$ cat src/rtl/mux_rr_arbiter.sv
// Round-robin owner arbiter for a shared 8:1 bit mux.
// Owner holds until it drops req or HOLD_MAX cycles elapse.
module mux_rr_arbiter #(
  parameter int HOLD_MAX = 15
) (
  input  logic       clk,
  input  logic       rst_n,
  input  logic [7:0] req,
  output logic [7:0] grant,
  output logic [2:0] selector,
  output logic       sel_valid,
  output logic       timeout,
  output logic       busy
);

  typedef enum logic [1:0] {
    IDLE,
    OWN,
    GAP
  } state_t;

  localparam logic [7:0] HOLD_LAST = 8'(HOLD_MAX - 1);

  state_t     state_q, state_d;
  logic [2:0] ptr_q, ptr_d;
  logic [7:0] cnt_q, cnt_d;
  logic [7:0] grant_d;
  logic [2:0] sel_d;
  logic       vld_d;
  logic       to_d;

  logic [2:0] win;
  logic [2:0] idx;
  logic       found;
  logic       drop;
  logic       limit;

  // Rotating priority search starting at ptr.
  always_comb begin
    win   = ptr_q;
    idx   = ptr_q;
    found = 1'b0;
    for (int k = 0; k < 8; k++) begin
      idx = ptr_q + 3'(k);
      if (!found && req[idx]) begin
        win   = idx;
        found = 1'b1;
      end
    end
  end

  assign drop  = !req[selector];
  assign limit = (cnt_q == HOLD_LAST);

  // Next-state and next-output decode.
  always_comb begin
    state_d = state_q;
    ptr_d   = ptr_q;
    cnt_d   = cnt_q;
    grant_d = grant;
    sel_d   = selector;
    vld_d   = sel_valid;
    to_d    = 1'b0;
    unique case (1'b1)
      (state_q == IDLE): begin
        if (found) begin
          grant_d = 8'd1 << win;
          sel_d   = win;
          vld_d   = 1'b1;
          cnt_d   = 8'd0;
          state_d = OWN;
        end
      end
      (state_q == OWN): begin
        if (drop || limit) begin
          grant_d = 8'd0;
          vld_d   = 1'b0;
          ptr_d   = selector + 3'd1;
          to_d    = !drop;
          state_d = GAP;
        end else begin
          cnt_d = cnt_q + 8'd1;
        end
      end
      (state_q == GAP): begin
        state_d = IDLE;
      end
      default: begin
        state_d = IDLE;
      end
    endcase
  end

  // State and registered outputs.
  always_ff @(posedge clk or negedge rst_n) begin
    if (!rst_n) begin
      state_q   <= IDLE;
      ptr_q     <= 3'd0;
      cnt_q     <= 8'd0;
      grant     <= 8'd0;
      selector  <= 3'd0;
      sel_valid <= 1'b0;
      timeout   <= 1'b0;
    end else begin
      state_q   <= state_d;
      ptr_q     <= ptr_d;
      cnt_q     <= cnt_d;
      grant     <= grant_d;
      selector  <= sel_d;
      sel_valid <= vld_d;
      timeout   <= to_d;
    end
  end

  assign busy = (state_q != IDLE);

endmodule

$ cat config.mk
export PLATFORM = sky130hd
export DESIGN_NAME = mux_rr_arbiter
export DESIGN_NICKNAME = d
export VERILOG_FILES = /design/src/rtl/mux_rr_arbiter.sv
export SDC_FILE = /design/constraint.sdc
export NUM_CORES = 1
export LEC_CHECK = 0
export CAP_MARGIN = 20
export CORE_MARGIN = 3
export CORE_UTILIZATION = 57
export DETAILED_ROUTE_END_ITERATION = 12
export MAX_ROUTING_LAYER = met4
export PLACE_DENSITY = 0.8
export SYNTH_ARGS = -nofsm -noshare
export SYNTH_HDL_FRONTEND = slang
export SYNTH_SLANG_ARGS = --single-unit
export TNS_END_PERCENT = 5
$ cat constraint.sdc
create_clock -name clk -period 3.45 [get_ports clk]
set_input_delay 0.69 -clock clk [delete_from_list [all_inputs] [get_ports clk]]
set_output_delay 0.69 -clock clk [all_outputs]
set_load 0.01 [all_outputs]
### Word level (Yosys, flattened, before mapping)

Index checks and enable logic that the tools add are counted.

* add/subtract/negate cells: 9
* order comparisons: 9
* mux-type cells: 47
* eq/ne operators: 5
* shift-type cells: 1
* reductions and logical operators: 24

Operators by type and width (count)
* $lt 3x4->1 const B: 9
* $mux 8: 4
* $pmux 8 s2: 2
* $bmux 1 s3: 9
* $mux 1: 21
* $mux 3: 7
* $add 3x3->3 const B: 4
* $add 8x1->8 const B: 1
* $eq 8x4->1 const B: 1
* $logic_not 1->1: 8
* $shl 1x3->8 const A: 1
* $logic_and 1x1->1: 7
* $add 3x1->3 const B: 2
* $add 3x2->3 const B: 2
* $reduce_and 2->1: 3
* $reduce_and 3->1: 2
* $mux 2: 2
* $ne 2x2->1 const B: 2
* $pmux 2 s2: 1
* $reduce_bool 2->1: 2
* $eq 2x1->1 const B: 1
* $logic_not 2->1: 1
* $ne 2x1->1 const B: 1
* $pmux 1 s2: 1
* $logic_or 1x1->1: 1

* bits of input ports: 10
* output and inout bits: 14
* bits in registers: 26

### Longest topological paths before layout

Gate-level depths: netlist of the first run.

* word-level depth: 27
* gate-level depth with buffers: 13
* mapped depth without buffers: 9

### Worst setup path after synthesis of the first run

Ideal clock, no wire load.

* path kind: flip-flop to flip-flop
* start point: register ptr_q[0]
* end point: register grant[2]
* cell stages (with the launch flop): 12
* path slack: 337 ps
* path buffers: 3
* arrival time: 3003 ps
* cells stage by stage: dfrtp_1 -> buf_6 -> buf_6 -> inv_1 -> ha_1 -> buf_2 -> mux4_2 -> mux2_4 -> or3_4 -> o22ai_2 -> a22oi_2 -> o41ai_1

* cells in the longest elaborated chain, start to end: 27
* elaborated cells between the ends (all ways): 57
* those cells by class: add/sub: 7; eq/ne: 1; shift: 1; mux: 33; reduce/logical: 15

RTL lines
* from (decl): line 25 `logic [2:0] ptr_q, ptr_d;`
* from (signal assigned): line 106 `ptr_q <= ptr_d;`
* parallel branches: the longest is 27 deep, another holds $add 3x1->3
* to (signal assigned): line 108 `grant <= grant_d;`
* to (decl): line 9 `output logic [7:0] grant,`

Several ways; the timed one is not identified. The select of a mux whose other input is x is not followed.
A chain may end at the register's enable or synchronous reset.

### Final worst setup path of the first run

* start point: input port req[6]
* end point: register selector[2]

* cells in the longest elaborated chain, start to end: 25
* elaborated cells between the ends (all ways): 46
* those cells by class: mux: 31; reduce/logical: 15

RTL lines
* from (decl): line 8 `input logic [7:0] req,`
* $bmux 1 s3: line 45 `if (!found && req[idx]) begin`
* $mux 1 (implied by the code): line 45
* $mux 1: line 45
* $logic_not 1->1: line 45
* $logic_and 1x1->1: line 45
* $mux 1: line 45
* $logic_not 1->1: line 45
* $logic_and 1x1->1: line 45
* (+9 left out)
* $mux 1: line 45
* $logic_not 1->1: line 45
* $logic_and 1x1->1: line 45
* $mux 1: line 45
* $logic_not 1->1: line 45
* $logic_and 1x1->1: line 45
* $mux 1: line 45
* $reduce_and 2->1 (no line)
* to (signal assigned): line 109 `selector <= sel_d;`
* to (decl): line 10 `output logic [2:0] selector,`

Several ways; a longest one is shown, not always the timed one. The select of a mux whose other input is x is not followed.

==> flow_metrics.tcl, run 1 <==
set metrics [dict create \
    post_dp_cell_area_sq_um 2504 \
    grt_overflow 0 \
    power_leakage_nw 1.025 \
    synth_top_area_share 0.2928 \
    synth_seq_cells 26 \
    synth_top_area_cell "dfrtp_1" \
    clk_pin_slew_ns 0.09 \
    cts_sinks 26 \
    synthArstFlopShare 1.000 \
    p_total_mw 2.896 \
    finalCritPeriodShare 0.9266 \
    gp_congestion 0.9562 \
    maxSlewViolCount 0 \
    r2r-start "ptr_q[1]" \
    cts-root-buf "clkbuf_8" \
    antenna_left 0 \
    fp-row-count 22 \
    start_util 0.5980 \
    worstSetupPathType "in2reg" \
    final_util 0.6912 \
    drc_errors 0 \
    antenna_found_initial 0 \
    placed_cells 285 \
    avgSynthCellArea_sq_um 10.19 \
    required_ns 3.60 \
    rsz0062_at_grt "no" \
    core_area_sq_um 3716 \
    via_per_inst 6.246 \
    layout_commonest_cell "dfrtp_1" \
    synthToLayoutAreaGrowth_pct 15.60 \
    crit_slowest_cell "mux4_2" \
    first_iter_violations 168 \
    arrival_ns 3.34 \
    stdcell_area_sq_um 2569 \
    portBuffers 23 \
    syn_area_sq_um 2222 \
    cp_top_family "compound AO/OA/AOI/OAI gates" \
    power.density_nw_per_um2 1127 \
    cpMostUsedCell "a21oi_1" \
    ios 24 \
    finalSetupViolations 0 \
    die_area_sq_um 4683 \
    yosys_warnings 0 \
    hp-start "sel_valid" \
    totalWireLength_microns 4877 \
    path_max_fanout 8 \
    final_cell_mix "26 x dfrtp_1, 23 x clkdlybuf4s50_1, 17 x nor2_1" \
    grt_pass1_vias 1675 \
    clock_latency_ns 0.27 \
    dp_hpwl_microns 3613 \
    n_fill_cell 295 \
    endpoint_kind "register" \
    critical_path.cell_chain "clkdlybuf4s50_1, mux4_2, nand2b_1, a21oi_1, o211ai_1, nand4b_1, a21oi_1, o21ai_0" \
    routedWlPerCell_microns 16.88 \
    startpoint_type "primary input" \
    top_usage_layer "met1" \
    grt_pass1_wl_microns 8190 \
    syn_inst 218 \
    fin_crit_ns 3.197 \
    final_cells 289 \
    max_slew_margin 0.3692 \
    dieHeight_microns 68.44 \
    tightest_slew_ns 0.9443 \
    layout_setup_ws_ns 0.2533 \
    gr-usage-met3 0.03284 \
    dr.pass1.iters 4 \
    hp-class "reg2reg" \
    cts_tree "built" \
    drive_gt1_frac 0.1784 \
    grt_use_total 0.2378 \
    antenna_cells 0 \
    met2_usage 0.3504 \
    cts_made_buffers 3 \
    drv_cap 0 \
    pre_cts_slack_ns -0.03955 \
    run_status "finished, final reports clean" \
    fmax_mhz 312.8 \
    syn_nets 233 \
    cts.htree.levels 1 \
    skew_ns 0.006344 \
    grt_max_degree 27 \
    final_hold_viol_count 0 \
    synth_ff_type "dfrtp_1" \
    ys_types 54 \
    via_count 1805 \
    grt_use_met1 0.3568 \
    yosysSeqAreaShare 0.2928 \
    synth_enable_flop_cells 0 \
    layout.nets 257 \
    startpoint "req[6]" \
    vdd_drop_max_mv 0.6228 \
    clk_path_buf_depth 2 \
    ys_top_cells_by_area "dfrtp_1 29%, mux4_2 11%, nand3_1 3.6%, mux4_1 3.5%, mux2i_1 3.2%" \
    die_w_microns 68.44 \
    path_buf_inv 1 \
    max_stage_delay_ns 0.56 \
]
## per-stage QoR
stage	TNS [ns]	hold slack [ns]
after global placement	0	0.4680
after global routing	0	0.5317
after CTS	0	0.4913
after detailed placement	-0.03955	0.4693
final	0	0.4842
after floorplan	0	0.3944
## tightest hold or removal path, cell delays in order (launching register included)
cell	delay [ns]
dfrtp_1	0.35
nand2_1	0.05
nand2_1	0.05
## per-layer routing
layer  vias to the layer above  share of wire
li1                        875              -
met1                       869           0.45
met2                        55           0.49
met3                         6          0.056
met4                         0         0.0055
met5                         -              0
## flip-flops by register name, summed over array words and instances (netlist names)
register   flops
cnt_q          8
timeout        1
state_q        2
grant          8
ptr_q          3
selector       3
sel_valid      1
## cell usage after synthesis (2+ instances only)
library cell / number
dfrtp_1: 26
nor2_1: 17
nand3_1: 16
nand2_1: 14
mux4_2: 11
o21ai_0: 10
a21oi_1: 9
inv_1: 9
o41ai_1: 8
mux2i_1: 7
nor3_1: 6
xnor2_1: 6
buf_2: 5
ha_1: 5
nand2b_1: 5
xor2_1: 5
mux2_2: 4
nor2b_1: 4
o221ai_1: 4
buf_6: 3
mux4_1: 3
a21o_1: 2
a22oi_1: 2
clkbuf_1: 2
mux2_4: 2
mux2i_4: 2
nand3b_1: 2
o211ai_1: 2
o21ai_1: 2
## where the power goes
group,internal (mW),leakage (nW),switching [mW]
Combinational,0.997,0.654,1.20
Sequential,0.398,0.342,0.103
Clock,0.102,0.0288,0.0947
## kinds of logic after synthesis
| logic type | after synthesis | share of synthesized area |
|---|---|---|
| XOR/XNOR | 12 | 0.05068 |
| AND/OR/NAND/NOR | 73 | 0.1672 |
| flip-flops | 26 | 0.2928 |
| buffers and inverters | 20 | 0.04842 |
| adder cells (fa/ha/maj) | 5 | 0.02815 |
| multiplexers | 29 | 0.2325 |
| AO/OA/AOI/OAI | 53 | 0.1802 |
## path summary, 6_finish.rpt
check / to / cells after the start / slack (ns)
max in group asynchronous: cnt_q[1] / 2 / 2.43
setup reg to reg: selector[2] / 9 / 0.43
setup / recovery: selector[2] / 8 / 0.25
min in group asynchronous: grant[3] / 2 / 0.77
hold reg to reg: sel_valid / 2 / 0.48
hold / removal: sel_valid / 2 / 0.48
## repair_timing
action                                  CTS  global route
hold buffers                              0             0
hold endpoints to repair                  0             0
endpoints found under the setup margin    0             4
resized for setup                         0             2
setup buffers                             0             0
## layout make-up
type,count,area (sq um),area share
Tap cell,48,60.06,0.02338
Inverter,9,33.78,0.01315
Timing Repair Buffer,30,295.3,0.1150
Sequential cell,26,650.6,0.2533
Multi-Input combinational cell,172,1474,0.5738
Clock buffer,4,55.05,0.02143
(Power assumes the default switching activity.)
==> run 2: changes to the inputs <==
CAP_MARGIN = default   (was 20)
==> results of run 2 <==
The final DEF is identical to that of run 1; final timing and power are the same.
